--- config.mk ---
export PLATFORM = sky130hd
export DESIGN_NAME = cdi_bus_fabric
export DESIGN_NICKNAME = d
export VERILOG_FILES = /design/src/rtl/cdi_bus_pkg.sv /design/src/rtl/cdi_bus_irq_delay.sv /design/src/rtl/cdi_bus_fabric.sv
export SDC_FILE = /design/constraint.sdc
export NUM_CORES = 1
export LEC_CHECK = 0
export ABC_AREA = 1
export BUFFER_PORTS_ARGS = -buffer_cell sky130_fd_sc_hd__buf_2
export CORE_MARGIN = 4
export CORE_UTILIZATION = 51
export DETAILED_ROUTE_END_ITERATION = 7
export PLACE_DENSITY_LB_ADDON = 0.1
export SLEW_MARGIN = 0
export SYNTH_ARGS = -nofsm -noshare
export SYNTH_HDL_FRONTEND = slang
export SYNTH_SLANG_ARGS = --single-unit
--- constraint.sdc ---
create_clock -name clk -period 3.8 [get_ports clk]
set_input_delay 0 -clock clk [delete_from_list [all_inputs] [get_ports clk]]
set_output_delay 0 -clock clk [all_outputs]
set_load 0.005 [all_outputs]
--- src/rtl/cdi_bus_pkg.sv ---
// Shared types and constants for the SCC68070 bus fabric.
package cdi_bus_pkg;

  typedef enum logic [1:0] {
    IDLE = 2'd0,
    WAIT = 2'd1,
    ERR  = 2'd2,
    DONE = 2'd3
  } bus_state_t;

  localparam int MAX_TARGETS = 8;
  localparam int WDOG_W      = 16;

  typedef logic [2:0] tgt_idx_t;

endpackage

--- src/rtl/cdi_bus_irq_delay.sv ---
// Per-target cooldown counter that emits one delayed access pulse.
// Only compiled in when BUS_ACCESS_IRQ_EN is defined.
`ifdef BUS_ACCESS_IRQ_EN
module cdi_bus_irq_delay #(
  parameter int unsigned IRQ_DELAY = 20
) (
  input  logic clk,
  input  logic reset,
  input  logic load,
  output logic pulse
);

  logic [7:0] cnt;

  // A reload while counting restarts the countdown, so only the final one pulses.
  always_ff @(posedge clk or posedge reset) begin
    if (reset)
      cnt <= 8'd0;
    else if (load)
      cnt <= 8'(IRQ_DELAY);
    else if (cnt != 8'd0)
      cnt <= cnt - 8'd1;
  end

  assign pulse = (cnt == 8'd1);

endmodule
`endif

--- src/rtl/cdi_bus_fabric.sv ---
// Range-mapped address decoder, chip-select and registered ack/data mux for the SCC68070 bus.
// Optional delayed per-target access pulses are enabled with BUS_ACCESS_IRQ_EN.
module cdi_bus_fabric
  import cdi_bus_pkg::*;
#(
  parameter int                     N_TARGETS      = 4,
  parameter logic [8*N_TARGETS-1:0] TGT_LO         = {8'h00, 8'h30, 8'h31, 8'h32},
  parameter logic [8*N_TARGETS-1:0] TGT_HI         = {8'h27, 8'h30, 8'h31, 8'h32},
  parameter int unsigned            TIMEOUT_CYCLES = 255,
  parameter int unsigned            IRQ_DELAY      = 20
) (
  input  logic                    clk,
  input  logic                    reset,
  input  logic [23:1]             cpu_addr,
  input  logic                    cpu_as,
  input  logic                    cpu_uds,
  input  logic                    cpu_lds,
  input  logic                    cpu_write_strobe,
  output logic [15:0]             cpu_din,
  output logic                    cpu_bus_ack,
  output logic                    cpu_bus_err,
  output logic [N_TARGETS-1:0]    tgt_cs,
  input  logic [16*N_TARGETS-1:0] tgt_dout,
  input  logic [N_TARGETS-1:0]    tgt_ack,
  output logic [N_TARGETS-1:0]    access_irq,
  output logic [15:0]             timeout_count
);

  if (N_TARGETS < 1 || N_TARGETS > MAX_TARGETS) begin : g_bad_n
    $error("N_TARGETS must be 1..8");
  end
  if (TIMEOUT_CYCLES < 1 || TIMEOUT_CYCLES > 65535) begin : g_bad_tmo
    $error("TIMEOUT_CYCLES must be 1..65535");
  end
  if (IRQ_DELAY < 1 || IRQ_DELAY > 255) begin : g_bad_irq
    $error("IRQ_DELAY must be 1..255");
  end

  function automatic logic [15:0] sat_inc16(input logic [15:0] v);
    return (v == 16'hFFFF) ? v : v + 16'd1;
  endfunction

  bus_state_t        state, state_nxt;
  tgt_idx_t          sel, hit_idx;
  logic              hit, req, sel_ack, wdog_expired;
  logic              enter_wait, ack_nxt, err_nxt, tmo_nxt;
  logic [WDOG_W-1:0] watchdog;
  logic [7:0]        page;
  logic [MAX_TARGETS-1:0] ack_pad;
  logic [15:0]       dout_arr [MAX_TARGETS];
  logic              unused_addr;

  assign req         = cpu_as && (cpu_uds || cpu_lds);
  assign page        = cpu_addr[23:16];
  assign unused_addr = ^cpu_addr[15:1];

  // Pad target inputs to the full index range so a 3-bit select is always in bounds.
  for (genvar i = 0; i < MAX_TARGETS; i++) begin : g_pad
    if (i < N_TARGETS) begin : g_used
      assign dout_arr[i] = tgt_dout[16*i +: 16];
      assign ack_pad[i]  = tgt_ack[i];
    end else begin : g_empty
      assign dout_arr[i] = 16'h0000;
      assign ack_pad[i]  = 1'b0;
    end
  end

  // Target 0 sits in the leftmost byte of TGT_LO/TGT_HI; descending scan lets the lowest index win.
  always_comb begin
    hit     = 1'b0;
    hit_idx = '0;
    for (int i = N_TARGETS - 1; i >= 0; i--) begin
      if (page >= TGT_LO[8*(N_TARGETS-1-i) +: 8] && page <= TGT_HI[8*(N_TARGETS-1-i) +: 8]) begin
        hit     = 1'b1;
        hit_idx = tgt_idx_t'(i);
      end
    end
  end

  assign sel_ack      = ack_pad[sel];
  assign wdog_expired = (watchdog == WDOG_W'(TIMEOUT_CYCLES - 1));

  always_ff @(posedge clk or posedge reset) begin
    if (reset)
      state <= IDLE;
    else
      state <= state_nxt;
  end

  always_comb begin
    state_nxt  = state;
    enter_wait = 1'b0;
    ack_nxt    = 1'b0;
    err_nxt    = 1'b0;
    tmo_nxt    = 1'b0;
    case (state)
      IDLE: begin
        if (req) begin
          if (hit) begin
            state_nxt  = WAIT;
            enter_wait = 1'b1;
          end else begin
            state_nxt = ERR;
          end
        end
      end
      WAIT: begin
        // Strobe loss aborts silently; an ack beats a same-cycle timeout.
        if (!cpu_as) begin
          state_nxt = IDLE;
        end else if (sel_ack) begin
          ack_nxt   = 1'b1;
          state_nxt = DONE;
        end else if (wdog_expired) begin
          tmo_nxt   = 1'b1;
          state_nxt = ERR;
        end
      end
      ERR: begin
        err_nxt   = 1'b1;
        state_nxt = DONE;
      end
      DONE: begin
        if (!cpu_as)
          state_nxt = IDLE;
      end
      default: state_nxt = IDLE;
    endcase
  end

  always_ff @(posedge clk or posedge reset) begin
    if (reset) begin
      sel           <= '0;
      watchdog      <= '0;
      cpu_bus_ack   <= 1'b0;
      cpu_bus_err   <= 1'b0;
      cpu_din       <= 16'h0000;
      timeout_count <= 16'h0000;
    end else begin
      cpu_bus_ack <= ack_nxt;
      cpu_bus_err <= err_nxt;
      if (enter_wait)
        sel <= hit_idx;
      if (state == WAIT)
        watchdog <= watchdog + 1'b1;
      else
        watchdog <= '0;
      if (ack_nxt && !cpu_write_strobe)
        cpu_din <= dout_arr[sel];
      if (tmo_nxt)
        timeout_count <= sat_inc16(timeout_count);
    end
  end

  always_comb begin
    tgt_cs = '0;
    if (state == WAIT) begin
      for (int i = 0; i < N_TARGETS; i++) begin
        if (sel == tgt_idx_t'(i))
          tgt_cs[i] = 1'b1;
      end
    end
  end

`ifdef BUS_ACCESS_IRQ_EN
  for (genvar i = 0; i < N_TARGETS; i++) begin : g_irq
    cdi_bus_irq_delay #(
      .IRQ_DELAY(IRQ_DELAY)
    ) u_irq_delay (
      .clk   (clk),
      .reset (reset),
      .load  (enter_wait && (hit_idx == tgt_idx_t'(i))),
      .pulse (access_irq[i])
    );
  end
`else
  assign access_irq = '0;
`endif

endmodule

==> metrics.yaml, run 1 <==
die:
  core_area_um2: 6490
  initial_core_util_pct: 54.0
  row_count: 29
  dieArea_um2: 8260
  top_level_ports: 139
  die_w_um: 90.9
  die_y_um: 90.9
clock_network:
  cts_hold_buf: 9
  cts.clk_slew.worst_paths_ns: 0.11
  cts_buffers: 5
  cts-htree-levels: 2
  cts_resized: 0
  cts-root-buf: "clkbuf_8"
  max-clock-path-buffers: 2
  clk_latency_ns: 0.31
  cts_tree: "built"
  cts.sinks: 54
  cts_setup_buffers: 0
cells_and_area:
  mostFrequentLayoutCells: "nand2_1, buf_2, dfrtp_1, nand3_1, nor2_1"
  n_fill_cell: 583
  fin_cells: 687
  fin_util_pct: 65.5
  fin_nets: 709
  insertedDiodeCount: 0
  drive_gt1_share_pct: 25.7
  final_common_cell: "nand2_1"
  area_growth_syn_to_layout_pct: 21.4
timing:
  fin_crit_sh_pct: 67.5
  maxSlewViolCount: 0
  worstMarginPinSlew_ns: 0.978
  skew_ns: 0.0106
  slew-limit-headroom_pct: 34.8
  fin_setup_tns_ns: 0
  hold_viol: 0
  clock.fmax_ghz: 0.390
  rsz0062_at_grt: "false"
  finalSetupViolations: 0
  post-route-min-period_ns: 2.56
worst_setup_path:
  critPathMaxStageDelay_ns: 1.00
  cp.arrival_ns: 2.82
  cp_slowest_cell: "dfrtp_1"
  crit_type: "flip-flop to flip-flop"
  required_ns: 4.05
  path_buf_inv: 0
  crit_chain: "nor2_4, nand2_1, nand2_1, nor2_1, nand4_1, nor2_1, nand3_1, nand2_1"
  path_delay_family: "simple AND/OR/NAND/NOR gates"
  end_kind: "flip-flop"
  cp_common_cell: "nand2_1"
  crit_fanout: 26
  start_kind: "flip-flop"
synth:
  yosys.area.top_type_share_pct: 38.5
  synthesis.area_um2: 3510
  ys_seq_area_share_pct: 38.5
  yosys_warnings: 0
  asyncSetResetFlopFracSynth_pct: 100
  syn_avg_cell_area_um2: 7.15
  yosys_most_used_dff: "dfrtp_1"
  synth_area_leader_cell: "dfrtp_1"
  synth_edf_count: 0
  postSynthCellCount: 490
  synthDistinctLibCells: 36
  ys_ff_latch: 54
  synth_top_cells_by_area: "dfrtp_1, nand2_1, nand3_1"
detailed_routing:
  vias_per_cell: 5.27
  dr.pass1.iters: 4
  wl_per_cell_um: 13.3
  top_layer: "met4"
  wl_met2_um: 4470
  drc: 0
  num_vias: 3618
  drt-total-wl_um: 9160
  ant_nets: 0
  wirelength_met1_um: 3860
  drt-initial-drc-count: 161
  dr_wl_met3_um: 654
global_routing:
  globalRouteOverflowTotal: 0
  grt_pass1_vias: 3428
  antenna_found_initial: 0
  grt_max_degree: 55
  grt.total_usage_pct: 22.1
  grt_pass1_wl_um: 15200
flow_run:
  max_cap_viol_count: 0
run_status:
  run_status: "finished, final reports clean"
place:
  hpwl_um: 6960
  dp.cells: 670
  gp_congestion: 0.828
  port_buffers: 119
pwr:
  power.leakage_uw: 0.00219
  max-vdd-ir-drop_mv: 0.254
  power_density_nw_per_um2: 446
worst_hold_path:
  hold_class: "input pin to flip-flop"
cells in the mapped netlist, types with 2 or more instances:
library cell / count
buf_4: 7
nor3_1: 8
inv_1: 27
nand4_1: 25
xnor2_1: 6
nor2_2: 6
buf_2: 7
o21bai_1: 3
o21a_1: 2
dfrtp_1: 54
nor2_8: 2
xor2_1: 6
buf_6: 3
a211oi_1: 3
ha_1: 3
nand2_4: 2
inv_2: 6
nor2_1: 43
nor2_4: 7
clkbuf_1: 2
nand3_1: 43
nor3b_1: 2
nand2_1: 176
a21oi_1: 9
o21ai_0: 27
worst register-to-register path: stages, from the launching register on:
cell,delay [ns]
dfrtp_1,1.00
nor2_4,0.24
nand2_1,0.12
nand2_1,0.05
nor2_1,0.16
nand4_1,0.10
nor2_1,0.58
nand3_1,0.17
nand2_1,0.10
metrics by stage:
step / hold WS, ns / area (µm²) / worst slack, ns / power [µW]
floorplan: 0.145 / 3520 / 2.36 / 1350
global placement: 0.231 / 4070 / 1.38 / 1550
detailed placement: 0.231 / 4070 / 1.27 / 1570
CTS: 0.0000958 / 4260 / 1.26 / 1910
global route: 0.0110 / 4260 / 0.940 / 2060
finish: 0.00325 / 4260 / 1.24 / 1900
where the power goes:
group,switching (µW),internal (µW),leakage (µW),total [µW]
combinational,488,283,0.00142,771
sequential,120,674,0.000716,794
clock,201,134,0.0000447,335
state kept, by name, indices dropped and copies added (netlist names):
name / count
sel: 2
watchdog: 16
cpu_bus_ack: 1
state: 2
timeout_count: 16
cpu_din: 16
cpu_bus_err: 1
cell families after synthesis:
| family | count (synthesis) | share of synthesized area (%) |
|---|---|---|
| buffers and inverters | 54 | 7.82 |
| XOR/XNOR | 12 | 3.00 |
| flip-flops | 54 | 38.5 |
| adder cells (fa/ha/maj) | 3 | 1.07 |
| other | 1 | 0.107 |
| AO/OA/AOI/OAI | 46 | 7.17 |
| AND/OR/NAND/NOR | 320 | 42.3 |
final cells by class:
type | instances | area (µm²) | share of cell area, %
multi-input cells | 385 | 1890 | 44.4
flip-flops and latches | 54 | 1350 | 31.7
repair buffers | 129 | 693 | 16.3
inverters | 34 | 130 | 3.06
well taps | 77 | 96.3 | 2.26
clock buffers | 5 | 68.8 | 1.62
clock inverters | 3 | 25.0 | 0.588
final timing paths:
path / from / endpoint / slack (ns) / depth (start not counted)
max in group asynchronous: reset / watchdog[15] / 2.92 / 4
worst min-delay path: tgt_dout[42] / cpu_din[10] / 0.003 / 5
worst max register to register: sel[0] / timeout_count[12] / 1.24 / 8
worst max-delay path: sel[0] / timeout_count[12] / 1.24 / 8
worst min register to register: state[0] / cpu_bus_err / 0.49 / 1
min in group asynchronous: reset / timeout_count[14] / 0.41 / 4
layer usage:
metal | global-route usage (%) | up-vias
met1 | 26.5 | 1642
met2 | 39.5 | 126
li1 | - | 1834
met3 | 5.00 | 16
met5 | 0 | -
met4 | 6.91 | 0
Note: power is estimated with default switching activity, not from simulation.
==> run 2, diff against run 1 <==
Settings changed: ABC_AREA 1 to 0, CORE_UTILIZATION 51 to 42.
Clock period 3.8 ns to 2.1 ns, I/O delays scaled along.
==> run 2 against run 1 <==
Sequential power rose by 70%. Worst setup slack got worse by 1.1 ns. Largest power group unchanged. Utilization fell by 9.7 points. Critical path type unchanged.
==> metrics.yaml, run 2 <==
run_status:
  run_status: "finished, final reports clean"
detailed_routing:
  dr.pass1.iters: 4
  vias_per_cell: 5.08
  drt-initial-drc-count: 90
  wl_per_cell_um: 14.0
  drt-total-wl_um: 6630
  drc: 0
  num_vias: 2396
  ant_nets: 0
global_routing:
  grt_max_degree: 30
  grt_pass1_vias: 2440
  antenna_found_initial: 0
  grt_pass1_wl_um: 11200
  grt.total_usage_pct: 16.4
  globalRouteOverflowTotal: 0
synth:
  asyncSetResetFlopFracSynth_pct: 100
  synth_edf_count: 0
  synth_common_cells: "dfrtp_1, nor2_1, xor2_1"
  syn_avg_cell_area_um2: 11.7
  synthesis.area_um2: 2950
  synth_most_common_cell: "dfrtp_1"
  synth_top_cells_by_area: "dfrtp_1, mux4_2, mux2_2"
  ys_seq_area_share_pct: 45.8
  ys_ff_latch: 54
  yosys.area.top_type_share_pct: 45.8
  postSynthCellCount: 252
  yosys_warnings: 0
  synthDistinctLibCells: 39
  synth_area_leader_cell: "dfrtp_1"
  yosys_most_used_dff: "dfrtp_1"
timing:
  skew_ns: 0.00740
  rsz0062_at_grt: "false"
  hold_viol: 0
  fin_crit_sh_pct: 92.2
  clock.fmax_ghz: 0.516
  worstMarginPinSlew_ns: 0.587
  slew-limit-headroom_pct: 60.8
  maxSlewViolCount: 0
  worst_hold_slack_ns: 0.0639
  finalSetupViolations: 0
  post-route-min-period_ns: 1.94
  setup_slack_ns: 0.163
  fin_setup_tns_ns: 0
pwr:
  finalPower_uw: 2690
  max-vdd-ir-drop_mv: 0.326
  power.leakage_uw: 0.00188
  power_density_nw_per_um2: 709
worst_hold_path:
  hp-start: "cpu_addr[18]"
  hold_class: "input pin to flip-flop"
worst_setup_path:
  startpoint: "sel[0]"
  path_buf_inv: 0
  r2r-start: "sel[0]"
  start_kind: "flip-flop"
  end_kind: "flip-flop"
  crit_type: "flip-flop to flip-flop"
  cp_slowest_cell: "mux4_2"
  critPathMaxStageDelay_ns: 0.56
  cp.arrival_ns: 2.17
  crit_fanout: 5
  required_ns: 2.34
  path_delay_family: "multiplexers"
  crit_chain: "mux4_2, nor3b_4, o2111a_2, and4_1, xor2_1"
cells_and_area:
  insertedDiodeCount: 0
  mostFrequentLayoutCells: "buf_2, dfrtp_1, nor2_1, xor2_1"
  fin_nets: 476
  drive_gt1_share_pct: 45.7
  multiInputGateArea_um2: 1510
  reg_top3: "cpu_din (16), timeout_count (16), watchdog (16)"
  seqCellArea_um2: 1350
  n_fill_cell: 621
  fin_cells: 472
  final_common_cell: "buf_2"
  area_growth_syn_to_layout_pct: 28.5
clock_network:
  cts_setup_buffers: 0
  cts-htree-levels: 2
  cts_tree: "built"
  cts.sinks: 54
  cts-root-buf: "clkbuf_8"
  cts.clk_slew.worst_paths_ns: 0.09
  cts_buffers: 5
  clk_latency_ns: 0.31
  max-clock-path-buffers: 2
die:
  die_y_um: 91.8
  dieArea_um2: 8430
  die_w_um: 91.8
  initial_core_util_pct: 43.4
  core_area_um2: 6790
  row_count: 30
  top_level_ports: 139
place:
  place_ws_ns: 0.157
  hpwl_um: 5210
  gp_congestion: 0.758
  dp.cells: 461
  port_buffers: 119
flow_run:
  max_cap_viol_count: 0
run 2: cell types whose count changed after synthesis, sizes merged, moves of 14 or more:
cell,previous run,this run
inv,34,7
mux2,0,17
mux4,0,17
nand2,179,17
nand3,44,9
nand4,26,7
nor2,58,23
o21ai,28,2
xor2,6,20
run 2: layout make-up:
type | count | share of cell area (%)
clock buffer | 5 | 1.81
multi-input combinational | 180 | 39.9
tap | 96 | 3.17
timing repair buffer | 128 | 18.4
inverter | 7 | 0.693
sequential | 54 | 35.6
clock inverter | 2 | 0.396
run 2: report_power, final:
part,total [µW],internal (µW),switching [µW]
clock,568,228,339
sequential,1350,1240,115
combinational,766,429,337
run 2: repair_timing:
action / 4_1_cts / 5_1_grt
hold endpoints to repair: 28 / 0
setup endpoints to repair: 0 / 3
hold buffers: 4 / 0
gates resized for setup: 0 / 1
run 2: worst reg2reg max path, stage by stage, from the launching register on:
cell and delay [ns]:
dfrtp_1 0.37, mux4_2 0.56, nor3b_4 0.29, o2111a_2 0.30, and4_1 0.21, xor2_1 0.14
run 2: path summary, 6_finish.rpt:
check                      cells after the start                 to  slack [ns]
setup / recovery                               5  timeout_count[14]        0.16
hold / removal                                 4             sel[0]        0.06
setup reg to reg                               5  timeout_count[14]        0.16
hold reg to reg                                1  timeout_count[13]        0.51
max in group asynchronous                      4       watchdog[13]        1.26
min in group asynchronous                      3        watchdog[7]        0.29
run 2: routing by layer:
metal | global-route usage, % | part of all wire [%] | routed length (µm)
met4 | 5.57 | 1.8 | 121
met2 | 28.2 | 52 | 3450
met1 | 20.8 | 42 | 2770
met3 | 2.87 | 4.2 | 278
met5 | 0 | 0 | 0
run 2: logic make-up (layout without fill, tap and decap cells):
logic type / count (synthesis) / count (layout) / share of synthesized area, %
DFF: 54 / 54 / 45.8
adders and majority gates: 3 / 3 / 1.27
xor gates and xnor gates: 28 / 28 / 8.31
AOI/OAI and AO/OA: 15 / 15 / 3.94
other: 1 / 4 / 0.127
muxes: 34 / 34 / 19.5
buffers and inverters: 21 / 142 / 3.35
and+or+nand+nor: 96 / 96 / 17.7
run 2: metrics by stage:
step	area, µm²	util [%]
2_1_floorplan	2960	-
3_3_place_gp	3670	54.0
3_5_place_dp	3670	54.0
4_1_cts	3790	55.8
5_1_grt	3790	55.8
6_report	3790	55.8
